<file path="config.mk">
export PLATFORM = sky130hd
export DESIGN_NAME = axi_bridge_wb
export DESIGN_NICKNAME = d
export VERILOG_FILES = /design/src/rtl/axi_bridge_pkg.sv /design/src/rtl/axi_wb_fifo.sv /design/src/rtl/axi_bridge_wb.sv
export SDC_FILE = /design/constraint.sdc
export NUM_CORES = 1
export LEC_CHECK = 0
export CAP_MARGIN = 0
export CORE_MARGIN = 3
export CORE_UTILIZATION = 35
export DETAILED_ROUTE_END_ITERATION = 6
export GPL_TIMING_DRIVEN = 1
export PLACE_DENSITY = 0.68
export RECOVER_POWER = 50
export SETUP_SLACK_MARGIN = 0.4
export SYNTH_ARGS = -nofsm -noshare
export SYNTH_HDL_FRONTEND = slang
export SYNTH_HIERARCHICAL = 1
export SYNTH_SLANG_ARGS = --single-unit
export TNS_END_PERCENT = 30
</file>
<file path="constraint.sdc">
create_clock -name clock -period 8.5 [get_ports clock]
set_clock_uncertainty 0.1 [all_clocks]
set_input_delay 2.55 -clock clock [delete_from_list [all_inputs] [get_ports clock]]
set_output_delay 2.55 -clock clock [all_outputs]
set_load 0.03 [all_outputs]
</file>
<file path="src/rtl/axi_bridge_pkg.sv">
// Shared definitions for the AXI3 / write-buffer bridge: AXI constant fields,
// transaction IDs, request-type decode and the write-buffer entry header.
package axi_bridge_pkg;

    localparam logic [1:0] AXI_BURST_INCR  = 2'b01;
    localparam logic [1:0] AXI_LOCK_NORMAL = 2'b00;
    localparam logic [3:0] AXI_CACHE_NONE  = 4'b0000;
    localparam logic [2:0] AXI_PROT_NONE   = 3'b000;

    localparam logic [3:0] ID_ICACHE = 4'd0;
    localparam logic [3:0] ID_DCACHE = 4'd1;
    localparam logic [3:0] ID_WRITE  = 4'd1;

    localparam logic [2:0] TYPE_LINE = 3'b100;
    localparam logic [2:0] SIZE_WORD = 3'b010;

    typedef struct packed {
        logic [7:0] len;
        logic [2:0] size;
    } axi_len_size_t;

    // Line data is kept beside the header in the FIFO because its width
    // follows LINE_WORDS, which a package typedef cannot see.
    typedef struct packed {
        logic [31:0] addr;
        logic [7:0]  len;
        logic [2:0]  size;
        logic [3:0]  wstrb;
    } wb_hdr_t;

    typedef enum logic [1:0] {
        WR_IDLE,
        WR_AW,
        WR_W,
        WR_B
    } wr_state_t;

    // A line request becomes an INCR burst of whole words; anything else is a
    // single beat whose size is the type field itself.
    function automatic axi_len_size_t decode_type(input logic [2:0] req_type,
                                                  input int unsigned line_words);
        axi_len_size_t ls;
        if (req_type == TYPE_LINE) begin
            ls.len  = 8'(line_words - 1);
            ls.size = SIZE_WORD;
        end else begin
            ls.len  = 8'd0;
            ls.size = req_type;
        end
        return ls;
    endfunction

endpackage

</file>
<file path="src/rtl/axi_wb_fifo.sv">
// Posted write buffer: circular FIFO of line writes with a per-entry valid
// bit. With AXI_BRIDGE_WB_RAW_CHECK_EN defined it also returns, for two
// lookup line addresses, a vector of entries holding that line.
module axi_wb_fifo
    import axi_bridge_pkg::*;
#(
    parameter int LINE_WORDS = 4,
    parameter int DEPTH      = 4
) (
    input  logic                                 clock,
    input  logic                                 reset,
    input  logic                                 push,
    input  wb_hdr_t                              push_hdr,
    input  logic [32*LINE_WORDS-1:0]             push_data,
    input  logic                                 pop,
`ifdef AXI_BRIDGE_WB_RAW_CHECK_EN
    input  logic [31:$clog2(LINE_WORDS*4)]       d_line,
    input  logic [31:$clog2(LINE_WORDS*4)]       i_line,
    output logic [DEPTH-1:0]                     d_match,
    output logic [DEPTH-1:0]                     i_match,
`endif
    output wb_hdr_t                              head_hdr,
    output logic [32*LINE_WORDS-1:0]             head_data,
    output logic                                 full,
    output logic                                 empty
);

    localparam int PTR_W = $clog2(DEPTH);
    localparam int CNT_W = $clog2(DEPTH + 1);

    wb_hdr_t                    hdr_mem  [DEPTH];
    logic [32*LINE_WORDS-1:0]   data_mem [DEPTH];
    logic [DEPTH-1:0]           valid;
    logic [PTR_W-1:0]           wr_ptr;
    logic [PTR_W-1:0]           rd_ptr;
    logic [CNT_W-1:0]           count;

    // pointers, occupancy count and per-entry valid bits
    always_ff @(posedge clock) begin
        if (reset) begin
            wr_ptr <= '0;
            rd_ptr <= '0;
            count  <= '0;
            valid  <= '0;
        end else begin
            if (push) begin
                wr_ptr        <= wr_ptr + PTR_W'(1);
                valid[wr_ptr] <= 1'b1;
            end
            if (pop) begin
                rd_ptr        <= rd_ptr + PTR_W'(1);
                valid[rd_ptr] <= 1'b0;
            end
            count <= count + CNT_W'(push) - CNT_W'(pop);
        end
    end

    // entry storage; contents are meaningless until the valid bit is set
    always_ff @(posedge clock) begin
        if (push) begin
            hdr_mem[wr_ptr]  <= push_hdr;
            data_mem[wr_ptr] <= push_data;
        end
    end

    assign head_hdr  = hdr_mem[rd_ptr];
    assign head_data = data_mem[rd_ptr];
    assign full      = (count == CNT_W'(DEPTH));
    assign empty     = (count == '0);

`ifdef AXI_BRIDGE_WB_RAW_CHECK_EN
    localparam int OFFSET_W = $clog2(LINE_WORDS * 4);

    // parallel line compare against every live entry, head included
    always_comb begin
        d_match = '0;
        i_match = '0;
        for (int k = 0; k < DEPTH; k++) begin
            d_match[k] = valid[k] && (hdr_mem[k].addr[31:OFFSET_W] == d_line);
            i_match[k] = valid[k] && (hdr_mem[k].addr[31:OFFSET_W] == i_line);
        end
    end
`endif

endmodule

</file>
<file path="src/rtl/axi_bridge_wb.sv">
// AXI3 bridge between icache/dcache ports and one AXI master, with a posted
// write buffer. Macro AXI_BRIDGE_WB_RAW_CHECK_EN: defined -> reads stall only
// on a line match against buffered writes; undefined -> reads stall whenever
// any write is buffered or in flight.
//
// Write engine states:
//   state   | meaning
//   WR_IDLE | no write on the bus, waiting for a buffered entry
//   WR_AW   | awvalid held with the head entry's address
//   WR_W    | streaming head entry beats, beat_cnt selects the word
//   WR_B    | bready held, head popped when the response arrives
module axi_bridge_wb
    import axi_bridge_pkg::*;
#(
    parameter int LINE_WORDS = 4,
    parameter int WB_DEPTH   = 4
) (
    input  logic                        clock,
    input  logic                        reset,
    output logic                        arvalid,
    input  logic                        arready,
    output logic [3:0]                  arid,
    output logic [31:0]                 araddr,
    output logic [7:0]                  arlen,
    output logic [2:0]                  arsize,
    output logic [1:0]                  arburst,
    output logic [1:0]                  arlock,
    output logic [3:0]                  arcache,
    output logic [2:0]                  arprot,
    input  logic                        rvalid,
    output logic                        rready,
    input  logic [3:0]                  rid,
    input  logic [31:0]                 rdata,
    input  logic [1:0]                  rresp,
    input  logic                        rlast,
    output logic                        awvalid,
    input  logic                        awready,
    output logic [3:0]                  awid,
    output logic [31:0]                 awaddr,
    output logic [7:0]                  awlen,
    output logic [2:0]                  awsize,
    output logic [1:0]                  awburst,
    output logic [1:0]                  awlock,
    output logic [3:0]                  awcache,
    output logic [2:0]                  awprot,
    output logic                        wvalid,
    input  logic                        wready,
    output logic                        wlast,
    output logic [31:0]                 wdata,
    output logic [3:0]                  wstrb,
    output logic [3:0]                  wid,
    input  logic                        bvalid,
    output logic                        bready,
    input  logic [3:0]                  bid,
    input  logic [1:0]                  bresp,
    input  logic                        i_rd_req,
    input  logic [2:0]                  i_rd_type,
    input  logic [31:0]                 i_rd_addr,
    output logic                        i_rd_rdy,
    output logic                        i_ret_valid,
    output logic                        i_ret_last,
    output logic [31:0]                 i_ret_data,
    input  logic                        d_rd_req,
    input  logic [2:0]                  d_rd_type,
    input  logic [31:0]                 d_rd_addr,
    output logic                        d_rd_rdy,
    output logic                        d_ret_valid,
    output logic                        d_ret_last,
    output logic [31:0]                 d_ret_data,
    input  logic                        d_wr_req,
    input  logic [2:0]                  d_wr_type,
    input  logic [31:0]                 d_wr_addr,
    input  logic [3:0]                  d_wr_wstrb,
    input  logic [32*LINE_WORDS-1:0]    d_wr_data,
    output logic                        d_wr_rdy,
    output logic                        write_buffer_empty
);

    localparam int CNT_W = $clog2(LINE_WORDS);

    // response ID/status carry nothing the caches need
    logic unused_resp;
    assign unused_resp = ^{rresp, bid, bresp};

    assign arburst = AXI_BURST_INCR;
    assign arlock  = AXI_LOCK_NORMAL;
    assign arcache = AXI_CACHE_NONE;
    assign arprot  = AXI_PROT_NONE;
    assign awid    = ID_WRITE;
    assign awburst = AXI_BURST_INCR;
    assign awlock  = AXI_LOCK_NORMAL;
    assign awcache = AXI_CACHE_NONE;
    assign awprot  = AXI_PROT_NONE;
    assign wid     = ID_WRITE;
    assign rready  = 1'b1;

    assign d_ret_valid = rvalid && (rid == ID_DCACHE);
    assign d_ret_last  = rlast;
    assign d_ret_data  = rdata;
    assign i_ret_valid = rvalid && (rid != ID_DCACHE);
    assign i_ret_last  = rlast;
    assign i_ret_data  = rdata;

    wb_hdr_t                  push_hdr;
    wb_hdr_t                  head_hdr;
    logic [32*LINE_WORDS-1:0] head_data;
    logic                     wb_full;
    logic                     wb_empty;
    logic                     wb_push;
    logic                     wb_pop;
    axi_len_size_t            wr_ls;
    wr_state_t                wr_state;
    logic [CNT_W-1:0]         beat_cnt;
    logic [CNT_W-1:0]         beat_next;

    assign wr_ls    = decode_type(d_wr_type, LINE_WORDS);
    assign push_hdr = '{addr: d_wr_addr, len: wr_ls.len, size: wr_ls.size, wstrb: d_wr_wstrb};
    assign d_wr_rdy = !wb_full;
    assign wb_push  = d_wr_req && !wb_full;
    assign wb_pop   = (wr_state == WR_B) && bvalid;
    assign write_buffer_empty = wb_empty;

    logic d_blocked;
    logic i_blocked;

`ifdef AXI_BRIDGE_WB_RAW_CHECK_EN
    localparam int OFFSET_W = $clog2(LINE_WORDS * 4);

    logic [WB_DEPTH-1:0] d_match;
    logic [WB_DEPTH-1:0] i_match;

    axi_wb_fifo #(.LINE_WORDS(LINE_WORDS), .DEPTH(WB_DEPTH)) u_fifo (
        .clock     (clock),
        .reset     (reset),
        .push      (wb_push),
        .push_hdr  (push_hdr),
        .push_data (d_wr_data),
        .pop       (wb_pop),
        .d_line    (d_rd_addr[31:OFFSET_W]),
        .i_line    (i_rd_addr[31:OFFSET_W]),
        .d_match   (d_match),
        .i_match   (i_match),
        .head_hdr  (head_hdr),
        .head_data (head_data),
        .full      (wb_full),
        .empty     (wb_empty)
    );

    // an entry entering the buffer this cycle is not in the match vector yet
    assign d_blocked = (|d_match) || (wb_push && (d_wr_addr[31:OFFSET_W] == d_rd_addr[31:OFFSET_W]));
    assign i_blocked = (|i_match) || (wb_push && (d_wr_addr[31:OFFSET_W] == i_rd_addr[31:OFFSET_W]));
`else
    axi_wb_fifo #(.LINE_WORDS(LINE_WORDS), .DEPTH(WB_DEPTH)) u_fifo (
        .clock     (clock),
        .reset     (reset),
        .push      (wb_push),
        .push_hdr  (push_hdr),
        .push_data (d_wr_data),
        .pop       (wb_pop),
        .head_hdr  (head_hdr),
        .head_data (head_data),
        .full      (wb_full),
        .empty     (wb_empty)
    );

    assign d_blocked = !wb_empty;
    assign i_blocked = !wb_empty;
`endif

    // a blocked d request still wins arbitration, which holds i behind it
    logic          ar_can_load;
    axi_len_size_t d_ls;
    axi_len_size_t i_ls;

    assign ar_can_load = !arvalid || arready;
    assign d_rd_rdy    = ar_can_load && d_rd_req && !d_blocked;
    assign i_rd_rdy    = ar_can_load && i_rd_req && !d_rd_req && !i_blocked;
    assign d_ls        = decode_type(d_rd_type, LINE_WORDS);
    assign i_ls        = decode_type(i_rd_type, LINE_WORDS);

    // single AR slot, reloaded in the handshake cycle so bursts go back to back
    always_ff @(posedge clock) begin
        if (reset) begin
            arvalid <= 1'b0;
            arid    <= '0;
            araddr  <= '0;
            arlen   <= '0;
            arsize  <= '0;
        end else if (d_rd_rdy) begin
            arvalid <= 1'b1;
            arid    <= ID_DCACHE;
            araddr  <= d_rd_addr;
            arlen   <= d_ls.len;
            arsize  <= d_ls.size;
        end else if (i_rd_rdy) begin
            arvalid <= 1'b1;
            arid    <= ID_ICACHE;
            araddr  <= i_rd_addr;
            arlen   <= i_ls.len;
            arsize  <= i_ls.size;
        end else if (arready) begin
            arvalid <= 1'b0;
        end
    end

    assign beat_next = beat_cnt + CNT_W'(1);
    assign wdata     = head_data[{beat_cnt, 5'b00000} +: 32];
    assign wstrb     = head_hdr.wstrb;

    // write engine: drains the buffer head through AW, W and B in order
    always_ff @(posedge clock) begin
        if (reset) begin
            wr_state <= WR_IDLE;
            awvalid  <= 1'b0;
            awaddr   <= '0;
            awlen    <= '0;
            awsize   <= '0;
            wvalid   <= 1'b0;
            wlast    <= 1'b0;
            bready   <= 1'b0;
            beat_cnt <= '0;
        end else begin
            case (wr_state)
                WR_IDLE: begin
                    if (!wb_empty) begin
                        awvalid  <= 1'b1;
                        awaddr   <= head_hdr.addr;
                        awlen    <= head_hdr.len;
                        awsize   <= head_hdr.size;
                        wr_state <= WR_AW;
                    end
                end
                WR_AW: begin
                    if (awready) begin
                        awvalid  <= 1'b0;
                        wvalid   <= 1'b1;
                        beat_cnt <= '0;
                        wlast    <= (head_hdr.len == 8'd0);
                        wr_state <= WR_W;
                    end
                end
                WR_W: begin
                    if (wready) begin
                        if (wlast) begin
                            wvalid   <= 1'b0;
                            wlast    <= 1'b0;
                            bready   <= 1'b1;
                            wr_state <= WR_B;
                        end else begin
                            beat_cnt <= beat_next;
                            wlast    <= (8'(beat_next) == head_hdr.len);
                        end
                    end
                end
                WR_B: begin
                    if (bvalid) begin
                        bready   <= 1'b0;
                        wr_state <= WR_IDLE;
                    end
                end
                default: wr_state <= WR_IDLE;
            endcase
        end
    end

endmodule

</file>
==> run summary, run 1 <==
Routed len/inst - 23.1 µm
Post-Layout Cell Count - 3146
Max clock buf depth - 3
CP max-delay cell - clkdlybuf4s50_1
Crit-path max cell delay - 800 ps
Layout cell share with drive strength beyond 1 - 0.190
Routed Wire Length - 72.6 mm
Failing checks - max-capacitance violations, max-slew violations
I/O Buffers - 378
CTS tree - yes
Setup bufs post-CTS - 0
Worst Hold Class - reg -> reg
Initial Util - 0.355
Detail Route Antenna Nets - 0
Worst path arrival time - 4620 ps
Endpoints failing hold - 0
Critical path, cell by cell - clkdlybuf4s50_1 -> nand2b_4 -> and3_4 -> clkdlybuf4s50_1
Maximum number of pins on one net before global-route repair - 112
Maximum clock frequency - 138 MHz
Initial antenna violation count - 32
CTS hold repair buffers - 0
Ys flop type - edfxtp_1
Post-Syn Instances - 1546
Ys async rst share - 0
Top Ports - 526
Crit path required time - 5850 ps
Sequential element share of the synthesized area - 0.740
Clk slew on worst S/H paths - 50 ps
CP Class - in -> out
Filler instances - 7427
GPL Wtd Cong - 0.840
Total power - 11.0 mW
Pwr dens - 287 nW/µm²
Total CTS buffers - 86
RSZ-0062 raised after global routing - false
Worst-Skew Late Latency - 630 ps
Setup TNS - 0 ps
Vias - 15500
DR pass1 iterations - 5
Vias in the first global route - 16400
Grt ovf - 0
Lkg Pwr - 12.2 nW
EDFF count, synth - 700
GRT Resource Usage Total - 0.157
Post-DP HPWL - 46.2 mm
CP startpoint kind - input pin
Slew Viols, Final - 220
Die H - 304 µm
Area growth syn-to-layout - 23.7%
Clock Tree Root - clkbuf_16
Iteration-0 DRC count of the detailed router - 1011
Placed Cells incl. Taps - 2976
Yosys cell types - 54
Most frequent cells in the layout - edfxtp_1 (700), clkdlybuf4s50_1 (210), mux4_2 (207), dlygate4sd3_1 (167)
Worst-path maximum fanout - 40
Core ar. - 87400 µm²
Most used cell, CP - clkdlybuf4s50_1
Commonest non-fill, non-tap cell in the layout - edfxtp_1
Via/cell ratio - 4.92
Clock sinks - 798
Post-route DRC - 0
#FFs+latches synth - 798
Fin nets - 2213
Row cnt - 108
Slew @ Worst Pin - 4640 ps
Final Util - 0.439
Fin crit period - 7270 ps
Synth Warn # - 6
CTS HTree Levels - 3
Mapped cell area - 31100 µm²
Max IR drop VDD - 0.207 mV
Die width - 304 µm
Crit. End Element - output port
Post-CTS resize count - 0
First-pass GRT wire length - 108 mm
Die ar. - 92300 µm²
Avg Inst Size Synth - 20.1 µm²
Slew HR - -2.09
Max cap viols - 4
Status - finished, violations left
Period utilization - 0.855
Setup violators final - 0
[synthesized netlist by cell type (4+ instances only)]
library cell | number | share of area
edfxtp_1 | 700 | 0.68
mux4_2 | 207 | 0.15
buf_4 | 111 | 0.027
dfxtp_1 | 98 | 0.063
nand2_1 | 94 | 0.011
a21oi_1 | 50 | 0.0081
nor2_1 | 50 | 0.0060
mux2i_1 | 36 | 0.012
a211oi_1 | 34 | 0.0082
clkbuf_1 | 27 | 0.0033
buf_2 | 25 | 0.0040
buf_6 | 19 | 0.0069
inv_1 | 13 | 0.0016
ha_1 | 11 | 0.0044
buf_1 | 7 | 0.00085
nor2b_1 | 7 | 0.0014
and2_1 | 5 | 0.0010
a311oi_1 | 4 | 0.0011
[worst max-delay path: cells and delay by family]
kind	cells	cell delay [ps]
buffers and inverters	2	1270
AND/OR/NAND/NOR	2	780
[path summary, 6_finish.rpt]
check                              from                         endpoint  slack, ps  cells after the start
max                             arready                         d_rd_rdy       1230                      4
min              awaddr[5]$_SDFFE_PP0P_           awaddr[5]$_SDFFE_PP0P_        350                      2
max reg2reg  u_fifo/count[1]$_SDFF_PP0_  u_fifo/hdr_mem[3][36]$_DFFE_PP_       3140                      5
min reg2reg      awaddr[5]$_SDFFE_PP0P_           awaddr[5]$_SDFFE_PP0P_        350                      2
[kinds of logic after synthesis]
| group | Yosys count | synth area share |
|---|---|---|
| DFF | 798 | 0.740 |
| adders and majority gates | 12 | 0.00508 |
| xor gates and xnor gates | 4 | 0.00161 |
| muxes | 243 | 0.162 |
| other | 2 | 0.000242 |
| AOI/OAI and AO/OA | 102 | 0.0211 |
| buffers and inverters | 203 | 0.0439 |
| and+or+nand+nor | 182 | 0.0263 |
[where the power goes]
| group | switching, mW | internal (mW) |
|---|---|---|
| logic | 1.35 | 0.916 |
| clock network | 1.48 | 2.31 |
| registers | 0.169 | 4.82 |
| total | 3.00 | 8.04 |
[state kept, by name (all words and copies together), names as in the netlist, 2 cells and up, named ones only]
register and count:
araddr 32, u_fifo/hdr_mem 188, arsize 3, u_fifo/data_mem 512, beat_cnt 2, u_fifo/wr_ptr 2, awsize 3, awlen 8
wr_state 2, awaddr 32, u_fifo/rd_ptr 2, u_fifo/count 3
[cell type report]
type / count / area, µm² / share of cell area
sequential: 798 / 23000 / 0.598
antenna: 13 / 32.5 / 0.000847
tap: 1155 / 1450 / 0.0376
timing repair buffer: 403 / 4030 / 0.105
clock inverter: 49 / 584 / 0.0152
inverter: 13 / 48.8 / 0.00127
clock buffer: 108 / 2330 / 0.0606
multi-input combinational: 607 / 6960 / 0.181
[metal layers]
metal  wire length [µm]  part of all wire  global-route usage
met5                198            0.0027             0.00258
met4               2210             0.030              0.0541
met3               6050             0.083              0.0583
met2              38200              0.53               0.279
met1              25900              0.36               0.171
[through the flow]
| step | worst slack [ps] | area (µm²) | hold WS (ps) |
|---|---|---|---|
| after floorplan | 908 | 31300 | 392 |
| after CTS | 1210 | 38400 | 356 |
| final | 1230 | 38400 | 352 |
| after detailed placement | 1220 | 35500 | 348 |
| after global placement | 1260 | 35500 | 341 |
| after global routing | 940 | 38400 | 375 |
Note: power is estimated with default switching activity, not from simulation.
==> run 2, diff against run 1 <==
--- a/config.mk
+++ b/config.mk
@@ -11,7 +11,6 @@
 export DETAILED_ROUTE_END_ITERATION = 6
 export GPL_TIMING_DRIVEN = 1
 export PLACE_DENSITY = 0.68
-export RECOVER_POWER = 50
 export SETUP_SLACK_MARGIN = 0.4
 export SYNTH_ARGS = -nofsm -noshare
 export SYNTH_HDL_FRONTEND = slang
==> run summary, run 2 (synthesis gave the netlist of run 1 again) <==
Vias - 15400 (-0.35%)
Area growth syn-to-layout - 23.8% (about the same)
Vias in the first global route - 16400 (unchanged)
Seq. cell area - 23000 µm² (unchanged)
Row cnt - 108 (unchanged)
Routed len/inst - 23.1 µm (+0.19%)
Endpoints failing hold - 0 (unchanged)
Top Ports - 526 (unchanged)
Die ar. - 92300 µm² (unchanged)
Post-route DRC - 0 (unchanged)
Max clock buf depth - 3 (unchanged)
Worst r2r path cells - 7 (+2)
Area of the multi-input gates - 6970 µm² (+0.11%)
Worst Hold Launch - awaddr[5]$_SDFFE_PP0P_
Total power - 11.0 mW (about the same)
Crit path required time - 5850 ps (about the same)
Iteration-0 DRC count of the detailed router - 987 (-2.4%)
I/O Buffers - 378 (unchanged)
Maximum clock frequency - 138 MHz (about the same)
CP Class - in -> out
DR pass1 iterations - 7 (+2)
Post-CTS resize count - 0 (unchanged)
Worst path bufs/invs - 2 (unchanged)
Worst-Skew Late Latency - 630 ps (about the same)
First-pass GRT wire length - 108 mm (unchanged)
Hold Path Sink - awaddr[5]$_SDFFE_PP0P_
Setup TNS - 0 ps (unchanged)
GPL Wtd Cong - 0.840 (unchanged)
Grt ovf - 0 (unchanged)
Max cap viols - 0 (-4)
Worst Hold Class - reg -> reg
Slew HR - 0.236 (+2.33)
Die width - 304 µm (unchanged)
Reg2reg setup slack - 4820 ps (+1680 ps)
Initial antenna violation count - 19 (-41%)
Initial Util - 0.355 (unchanged)
Post-DP HPWL - 46.2 mm (unchanged)
Most used cell, CP - clkdlybuf4s50_1
Max reg flops - 512 (unchanged)
Fin crit period - 7270 ps (+1.47 ps)
Largest Register - u_fifo/data_mem
CTS HTree Levels - 3 (unchanged)
Fin nets - 2213 (unchanged)
WHS Path Cells - 2 (unchanged)
Filler instances - 7424 (-0.040%)
Die H - 304 µm (unchanged)
Reg-to-reg endpoint - wlast$_SDFFE_PP0P_
CP max-delay cell - clkdlybuf4s50_1
Via/cell ratio - 4.91 (-0.16%)
Largest regs - u_fifo/data_mem x512, u_fifo/hdr_mem x188
Worst path arrival time - 4620 ps (about the same)
Commonest non-fill, non-tap cell in the layout - edfxtp_1
Routed Wire Length - 72.6 mm (about the same)
Most frequent cells in the layout - edfxtp_1 (700), clkdlybuf4s50_1 (377), mux4_2 (207), nand2_1 (94), dfxtp_1 (94)
Pwr dens - 287 nW/µm² (about the same)
CP startpoint kind - input pin
GRT Resource Usage Total - 0.157 (unchanged)
Setup bufs post-CTS - 0 (unchanged)
Max IR drop VDD - 0.207 mV (about the same)
Slew @ Worst Pin - 1150 ps (-3490 ps)
Status - finished, final reports clean
Crit-path max cell delay - 800 ps (about the same)
Critical path, cell by cell - clkdlybuf4s50_1 -> nand2b_4 -> and3_4 -> clkdlybuf4s50_1
Cell Area, Placed - 35500 µm² (unchanged)
CTS hold repair buffers - 0 (unchanged)
RSZ-0062 raised after global routing - false
Final Cell Area - 38400 µm² (about the same)
Clock Tree Root - clkbuf_16
Delay-heaviest family, CP - buffers and inverters
Crit. End Element - output port
Detail Route Antenna Nets - 0 (unchanged)
Worst-path maximum fanout - 40 (unchanged)
Clk slew on worst S/H paths - 50 ps (about the same)
Lkg Pwr - 12.2 nW (-0.18%)
Setup violators final - 0 (unchanged)
Period utilization - 0.855 (about the same)
CTS tree - yes
Layout cell share with drive strength beyond 1 - 0.193 (+0.00303)
Total CTS buffers - 86 (unchanged)
Slew Viols, Final - 0 (-100%)
Core ar. - 87400 µm² (unchanged)
Clock sinks - 798 (unchanged)
Maximum number of pins on one net before global-route repair - 112 (unchanged)
## run 2: worst max-delay path by stage
| stage | startpoint | to | slack, ps | depth (start not counted) |
|---|---|---|---|---|
| 2_1_floorplan | d_wr_req | u_fifo/data_mem[0][0]$_DFFE_PP_ | 910 | 2 |
| 3_3_place_gp | arready | d_rd_rdy | 1260 | 4 |
| 3_5_place_dp | arready | d_rd_rdy | 1220 | 4 |
| 4_1_cts | arready | d_rd_rdy | 1210 | 4 |
| 5_1_grt | arready | d_rd_rdy | 1170 | 4 |
| 6_report | arready | d_rd_rdy | 1230 | 4 |
## run 2: where the power goes
group | internal, mW | switching, mW
Sequential | 4.81 | 0.169
Clock | 2.31 | 1.48
Combinational | 0.920 | 1.35
## run 2: final cells by class
type / instances / share of cell area
flip-flops and latches: 798 / 0.598
well taps: 1155 / 0.0376
diodes: 7 / 0.000456
clock buffers: 108 / 0.0605
multi-input cells: 607 / 0.181
clock inverters: 49 / 0.0152
repair buffers: 403 / 0.106
inverters: 13 / 0.00127
## run 2: through the flow
step | worst slack [ps] | hold WS, ps | std cells | util
2_1_floorplan | 908 | 392 | 1608 | -
3_3_place_gp | 1260 | 341 | 2976 | 0.406
3_5_place_dp | 1220 | 348 | 2976 | 0.406
4_1_cts | 1210 | 356 | 3133 | 0.439
5_1_grt | 1170 | 375 | 3134 | 0.440
6_report | 1230 | 352 | 3140 | 0.440
## run 2: tightest hold or removal path, delay by kind of cell, from the launching register on
kind / cells / cell delay (ps)
AOI/OAI and AO/OA: 1 / 50
DFF: 1 / 300
and+or+nand+nor: 1 / 50
## run 2: layer usage
layer  vias to the layer above  routed length (µm)  GRT usage
li1                       6775                   -          -
met1                      7875               26200      0.171
met2                       611               38100      0.279
met3                       128                6000     0.0583
met4                        22                2200     0.0541
met5                         -                 132    0.00258
